`config.mk`:
```
export PLATFORM = sky130hd
export DESIGN_NAME = alu_req_arbiter
export DESIGN_NICKNAME = d
export VERILOG_FILES = /design/src/rtl/alu_req_arbiter.sv
export SDC_FILE = /design/constraint.sdc
export NUM_CORES = 1
export LEC_CHECK = 0
export CAP_MARGIN = 20
export CORE_AREA = 2 2 91 93
export CTS_CLUSTER_SIZE = 20
export DETAILED_ROUTE_END_ITERATION = 16
export DIE_AREA = 0 0 93 95
export GPL_TIMING_DRIVEN = 1
export PLACE_DENSITY_LB_ADDON = 0.2
export SYNTH_ARGS = -nofsm -noshare
export SYNTH_HDL_FRONTEND = slang
export SYNTH_SLANG_ARGS = --single-unit
```
`constraint.sdc`:
```
create_clock -name clk -period 1.5 [get_ports clk]
set_input_delay 0.225 -clock clk [delete_from_list [all_inputs] [get_ports clk]]
set_output_delay 0.225 -clock clk [all_outputs]
set_load 0.05 [all_outputs]
```
`src/rtl/alu_req_arbiter.sv`:
```
// rtl/alu_req_arbiter.sv - two-requester arbiter sharing one ALU datapath (option: ALU_ARB_RR_EN selects round-robin)
module alu_req_arbiter #(
    parameter int WIDTH = 16
) (
    input  logic             clk,
    input  logic             rst,
    input  logic             req0_valid,
    output logic             req0_ready,
    input  logic [WIDTH-1:0] req0_a,
    input  logic [WIDTH-1:0] req0_b,
    input  logic [3:0]       req0_fun,
    input  logic             req1_valid,
    output logic             req1_ready,
    input  logic [WIDTH-1:0] req1_a,
    input  logic [WIDTH-1:0] req1_b,
    input  logic [3:0]       req1_fun,
    output logic [WIDTH-1:0] alu_a,
    output logic [WIDTH-1:0] alu_b,
    output logic [1:0]       alu_fun,
    output logic             arith_en,
    output logic             logic_en,
    output logic             cmp_en,
    output logic             shift_en,
    input  logic [WIDTH-1:0] alu_out,
    input  logic             alu_flag,
    output logic             rsp_valid,
    input  logic             rsp_ready,
    output logic             rsp_id,
    output logic [WIDTH-1:0] rsp_data,
    output logic             rsp_err
);

    typedef enum logic [1:0] {IDLE, ISSUE, WAIT, RESP} state_t;

    state_t           state;
    state_t           state_nx;
    logic [WIDTH-1:0] a_q;
    logic [WIDTH-1:0] b_q;
    logic [3:0]       fun_q;
    logic             id_q;
    logic             gnt;
    logic             take;
    logic             issue;

`ifdef ALU_ARB_RR_EN
    logic             last_q;
`endif

    // Grant selection: a lone requester wins; contention resolved by pointer or fixed priority
    always_comb begin
        gnt = 1'b0;
        if (req1_valid && !req0_valid) begin
            gnt = 1'b1;
        end else if (req0_valid && req1_valid) begin
`ifdef ALU_ARB_RR_EN
            gnt = ~last_q;
`else
            gnt = 1'b0;
`endif
        end
    end

    // Readys only in IDLE; gated by reset so every output is 0 while reset is held
    always_comb begin
        req0_ready = rst && (state == IDLE) && req0_valid && !gnt;
        req1_ready = rst && (state == IDLE) && req1_valid && gnt;
        take       = req0_ready || req1_ready;
    end

    // Next-state logic for the issue/wait/respond sequence
    always_comb begin
        state_nx = state;
        case (state)
            IDLE:    if (take) state_nx = ISSUE;
            ISSUE:   state_nx = WAIT;
            WAIT:    state_nx = RESP;
            RESP:    if (rsp_ready) state_nx = IDLE;
            default: state_nx = IDLE;
        endcase
    end

    // State register; asynchronous reset drops any in-flight operation
    always_ff @(posedge clk or negedge rst) begin
        if (!rst) begin
            state <= IDLE;
        end else begin
            state <= state_nx;
        end
    end

    // Capture the granted request and, one cycle after the enable, the ALU result
    always_ff @(posedge clk or negedge rst) begin
        if (!rst) begin
            a_q      <= '0;
            b_q      <= '0;
            fun_q    <= '0;
            id_q     <= 1'b0;
            rsp_data <= '0;
            rsp_err  <= 1'b0;
        end else begin
            if (take) begin
                a_q   <= gnt ? req1_a : req0_a;
                b_q   <= gnt ? req1_b : req0_b;
                fun_q <= gnt ? req1_fun : req0_fun;
                id_q  <= gnt;
            end
            if (state == WAIT) begin
                rsp_data <= alu_out;
                rsp_err  <= ~alu_flag;
            end
        end
    end

`ifdef ALU_ARB_RR_EN
    // Round-robin pointer remembers the last granted requester; moves only on a handshake
    always_ff @(posedge clk or negedge rst) begin
        if (!rst) begin
            last_q <= 1'b1;
        end else if (take) begin
            last_q <= gnt;
        end
    end
`endif

    // Datapath drive and one-hot unit enable, decoded from the registered function
    always_comb begin
        issue     = (state == ISSUE);
        alu_a     = a_q;
        alu_b     = b_q;
        alu_fun   = fun_q[1:0];
        arith_en  = issue && (fun_q[3:2] == 2'b00);
        logic_en  = issue && (fun_q[3:2] == 2'b01);
        cmp_en    = issue && (fun_q[3:2] == 2'b10);
        shift_en  = issue && (fun_q[3:2] == 2'b11);
        rsp_valid = (state == RESP);
        rsp_id    = id_q;
    end

endmodule

```
* Word level (Yosys, flattened, before mapping)
Cells that the tools add are included. Widths: inputs -> output; s select.
Word-level totals: bits in registers 56, output and inout port bits 59
Operators by class: muxes and demuxes 7, bitwise operators 1, reductions and logical operators 16, equality and inequality tests 8
Operator list (count):
- $mux 16 | 2
- $logic_and 1x1->1 | 10
- $eq 2x2->1 const B | 4
- $pmux 2 s4 | 1
- $eq 2x1->1 const B | 2
- $logic_not 2->1 | 2
- $mux 2 | 2
- $mux 4 | 1
- $logic_not 1->1 | 2
- $ne 2x1->1 const B | 1
- $ne 2x2->1 const B | 1
- $reduce_and 2->1 | 1
- $logic_or 1x1->1 | 1
- $mux 1 | 1
- $not 1->1 | 1

* Longest topological paths before layout
word-level depth 8, mapped depth 6

* Worst setup path before layout
OpenSTA, ideal clock, no wires.
path kind reg2out, start reg state[1], end out arith_en, data required time 1.275 ns, buffers on the path 0, setup slack -0.544 ns, cell stages (with the launch flop) 4, arrival time 1.819 ns, cells stage by stage dfrtp_1 inv_1 ha_1 nor3b_1
On the way: word-level cells in the longest chain between the ends 2
Ends and longest elaborated chain:
- start, declared | RTL line 35 | state_t state;
- start signal, assigned | RTL line 87 | state <= state_nx;
- $eq 2x1->1 | RTL line 127 | issue = (state == ISSUE);
- $logic_and 1x1->1 | RTL line 131 | arith_en = issue && (fun_q[3:2] == 2'b00);
- end, declared | RTL line 20 | output logic arith_en,
Every way passes these cells.

* Worst setup path in the final report
Same ends and word-level chain as after synthesis.

==> flow_summary.json <==
{
  "post_synth_instance_area_mm2": 0.00259,
  "worst_clock_skew_ns": 0.00926,
  "warnings_synthesis": 0,
  "layout_utilization_pct": 59.9,
  "synth-compound-area-share_pct": 8.05,
  "fin_setup_tns_ns": -0.546,
  "synth_seq_cells": 56,
  "synth_top_family_by_area": "multiplexers",
  "drt-total-wl_um": 7310,
  "post-route-worst-setup-slack_ns": -0.105,
  "grt_pass1_vias": 2200,
  "area_delta_synth_final_pct": 83.0,
  "core_ar_mm2": 0.00793,
  "crit_chain": "inv_2, ha_4, nor3b_4, buf_12",
  "clk_path_buf_depth": 2,
  "syn_area_per_cell_um2": 11.7,
  "most_common_cell_after_layout_fill_and_taps_aside": "sky130_fd_sc_hd__clkdlybuf4s50_1",
  "grt_max_degree": 47,
  "timing.critical_path.slowest_cell_delay_ns": 0.41,
  "ant_nets": 0,
  "synth_fa_ha_area_share_pct": 2.41,
  "synth_cell_types": 21,
  "synthesis.nets": 321,
  "worst_ir_drop_vdd_v": 0.00112,
  "final-instance-count-excl-fill": 508,
  "initial_antenna_violation_count": 0,
  "std_cell_rows": 33,
  "gr-usage-all-layers_pct": 15.2,
  "crit_start": "state[1]",
  "slowest_stage": "sky130_fd_sc_hd__dfrtp_1",
  "cts_root_buffer": "sky130_fd_sc_hd__clkbuf_8",
  "firstDrtPassIters": 5,
  "htree_levels": 2,
  "design.final.nets": 501,
  "max_cap_violations": 0,
  "synth-xor-area-share_pct": 0,
  "rsz0062_at_grt": "true",
  "critical_path_peak_fanout": 4,
  "layout.filler_cells": 698,
  "cp_data_arrival_time_ns": 1.38,
  "cts_made_buffers": 5,
  "pre_cts_slack_ns": -0.106,
  "run_status": "complete, but fails checks",
  "max_slew_margin_pct": 63.6,
  "design.portCount": 153,
  "end_kind": "primary output",
  "drt_first_iter_violations": 33,
  "fmaxAchievable_mhz": 623,
  "placed_cells": 483,
  "final_cell_mix": "sky130_fd_sc_hd__clkdlybuf4s50_1, sky130_fd_sc_hd__buf_4, sky130_fd_sc_hd__dfrtp_1",
  "cellPowerDensity_mw_per_mm2": 2100,
  "yosys-mux-area-fraction_pct": 22.0,
  "drt_drc_violations_left": 0,
  "power.static_leakage_nw": 2.30,
  "die_h_um": 95,
  "critPathLaunchType": "flip-flop",
  "grt_pass1_wl_um": 10600,
  "clock-sinks": 56,
  "finalWorstPathRequiredPeriod_ns": 1.61,
  "num_antenna_cells": 0,
  "number_of_buffers_added_on_ports": 152,
  "post_route_cells_drive_above_1_share_pct": 36.2,
  "timing_hold_violations_final": 0,
  "wl_per_cell_um": 14.4,
  "final.hold.worst_slack_ns": 0.0395,
  "die_area_mm2": 0.00884,
  "r2r-start": "state[0]",
  "portion_of_the_clock_cycle_consumed_by_the_worst_path_in_the_final_layout_pct": 107,
  "synthSimpleGateAreaFrac_pct": 7.76,
  "critPathRequiredTime_ns": 1.27,
  "die_x_um": 93,
  "initial_utilization_pct": 32.7,
  "tritoncts": "yes",
  "worstMarginPinSlew_ns": 0.543,
  "place_hpwl_um": 5000,
  "synthesis.instances": 222,
  "gp_congestion": 0.746,
  "setup.worst_path.class": "reg -> out",
  "violated_checks": "negative setup slack",
  "synth_seq_area_share_pct": 54.0,
  "timing.hold.worst.class": "in -> async",
  "via_density": 4.53,
  "timing.final.setup_violations": 7,
  "clkLatencyLatePin_ns": 0.31,
  "final_count_of_pins_violating_max_slew": 0,
  "cts.reportedPaths.clkPinSlew_ns": 0.10,
  "grt_overflow_total": 0,
  "route.vias.total": 2301
}
## sequential cells by signal (all words and copies together), names as in the netlist
register  flops
alu_a        16
alu_b        16
rsp_data     16
fun_q         4
state         2
rsp_err       1
rsp_id        1
## cells in the mapped netlist (all sizes together)
master	instances	area [um^2]
clkbuf	2	7.51
dfrtp	56	1400
nor3b	1	7.51
mux2	17	191
a21oi	1	5.00
ha	5	62.6
nor2	4	15.0
and3	2	12.5
and3b	1	8.76
inv	3	11.3
o21ai	37	185
buf	13	130
o211ai	1	12.5
nand2	38	143
a31oi	1	6.26
nor2b	1	6.26
nand2b	1	8.76
mux2i	38	380
## stage by stage
stage	total power, W	instance area (um^2)
2_1_floorplan	0.00633	2610
3_3_place_gp	0.00833	4300
3_5_place_dp	0.00840	4300
4_1_cts	0.00951	4500
5_1_grt	0.0105	4750
6_report	0.00997	4750
## kinds of logic after synthesis
kind of cell,Yosys count
AO/OA/AOI/OAI,40
adder cells (fa/ha/maj),5
buffers and inverters,18
flip-flops,56
multiplexers,55
AND/OR/NAND/NOR,48
## per-layer routing
layer,wire (um),vias up,part of all wire (%),track usage (%)
li1,-,1124,-,-
met1,3030,1105,42,19.7
met2,3770,68,52,25.3
met3,440,4,6.0,3.99
met4,65,0,0.89,4.04
met5,0,-,0,0
## critical path: cells and delay by family (launching register included)
| kind | cells | cell delay (ns) |
|---|---|---|
| DFF | 1 | 0.41 |
| and+or+nand+nor | 1 | 0.22 |
| buffers and inverters | 2 | 0.28 |
| adders and majority gates | 1 | 0.16 |
## final timing paths
path,endpoint,slack [ns],cells after the start
max,arith_en,-0.11,4
min,rsp_data[11],0.04,2
max reg2reg,alu_b[4],0,7
min reg2reg,alu_b[10],0.49,2
max in group asynchronous,alu_a[2],0.77,3
min in group clk,rsp_id,0.32,3
## power by group
group | switching (W) | total, W | internal, W
logic | 0.00385 | 0.00641 | 0.00256
registers | 0.000458 | 0.00269 | 0.00223
clock network | 0.000500 | 0.000871 | 0.000371
total | 0.00481 | 0.00997 | 0.00517
## cell type report
cell class,instances,area [um^2],area share [%]
timing repair buffer,188,1920,40.4
sequential,56,1400,29.5
multi-input combinational,148,1190,25.1
tap,105,131,2.77
clock buffer,6,82.6,1.74
inverter,3,11.3,0.237
clock inverter,2,10.0,0.211
## what timing repair did
action | CTS | global route
endpoints found under the setup margin | 8 | 60
hold buffers | 2 | 0
buffers inserted | 5 | 4
gates resized for setup | 13 | 25
pin swaps | 3 | 12
hold endpoints to repair | 4 | 0
cloned | 0 | 7
Note: power is estimated with default switching activity, not from simulation.
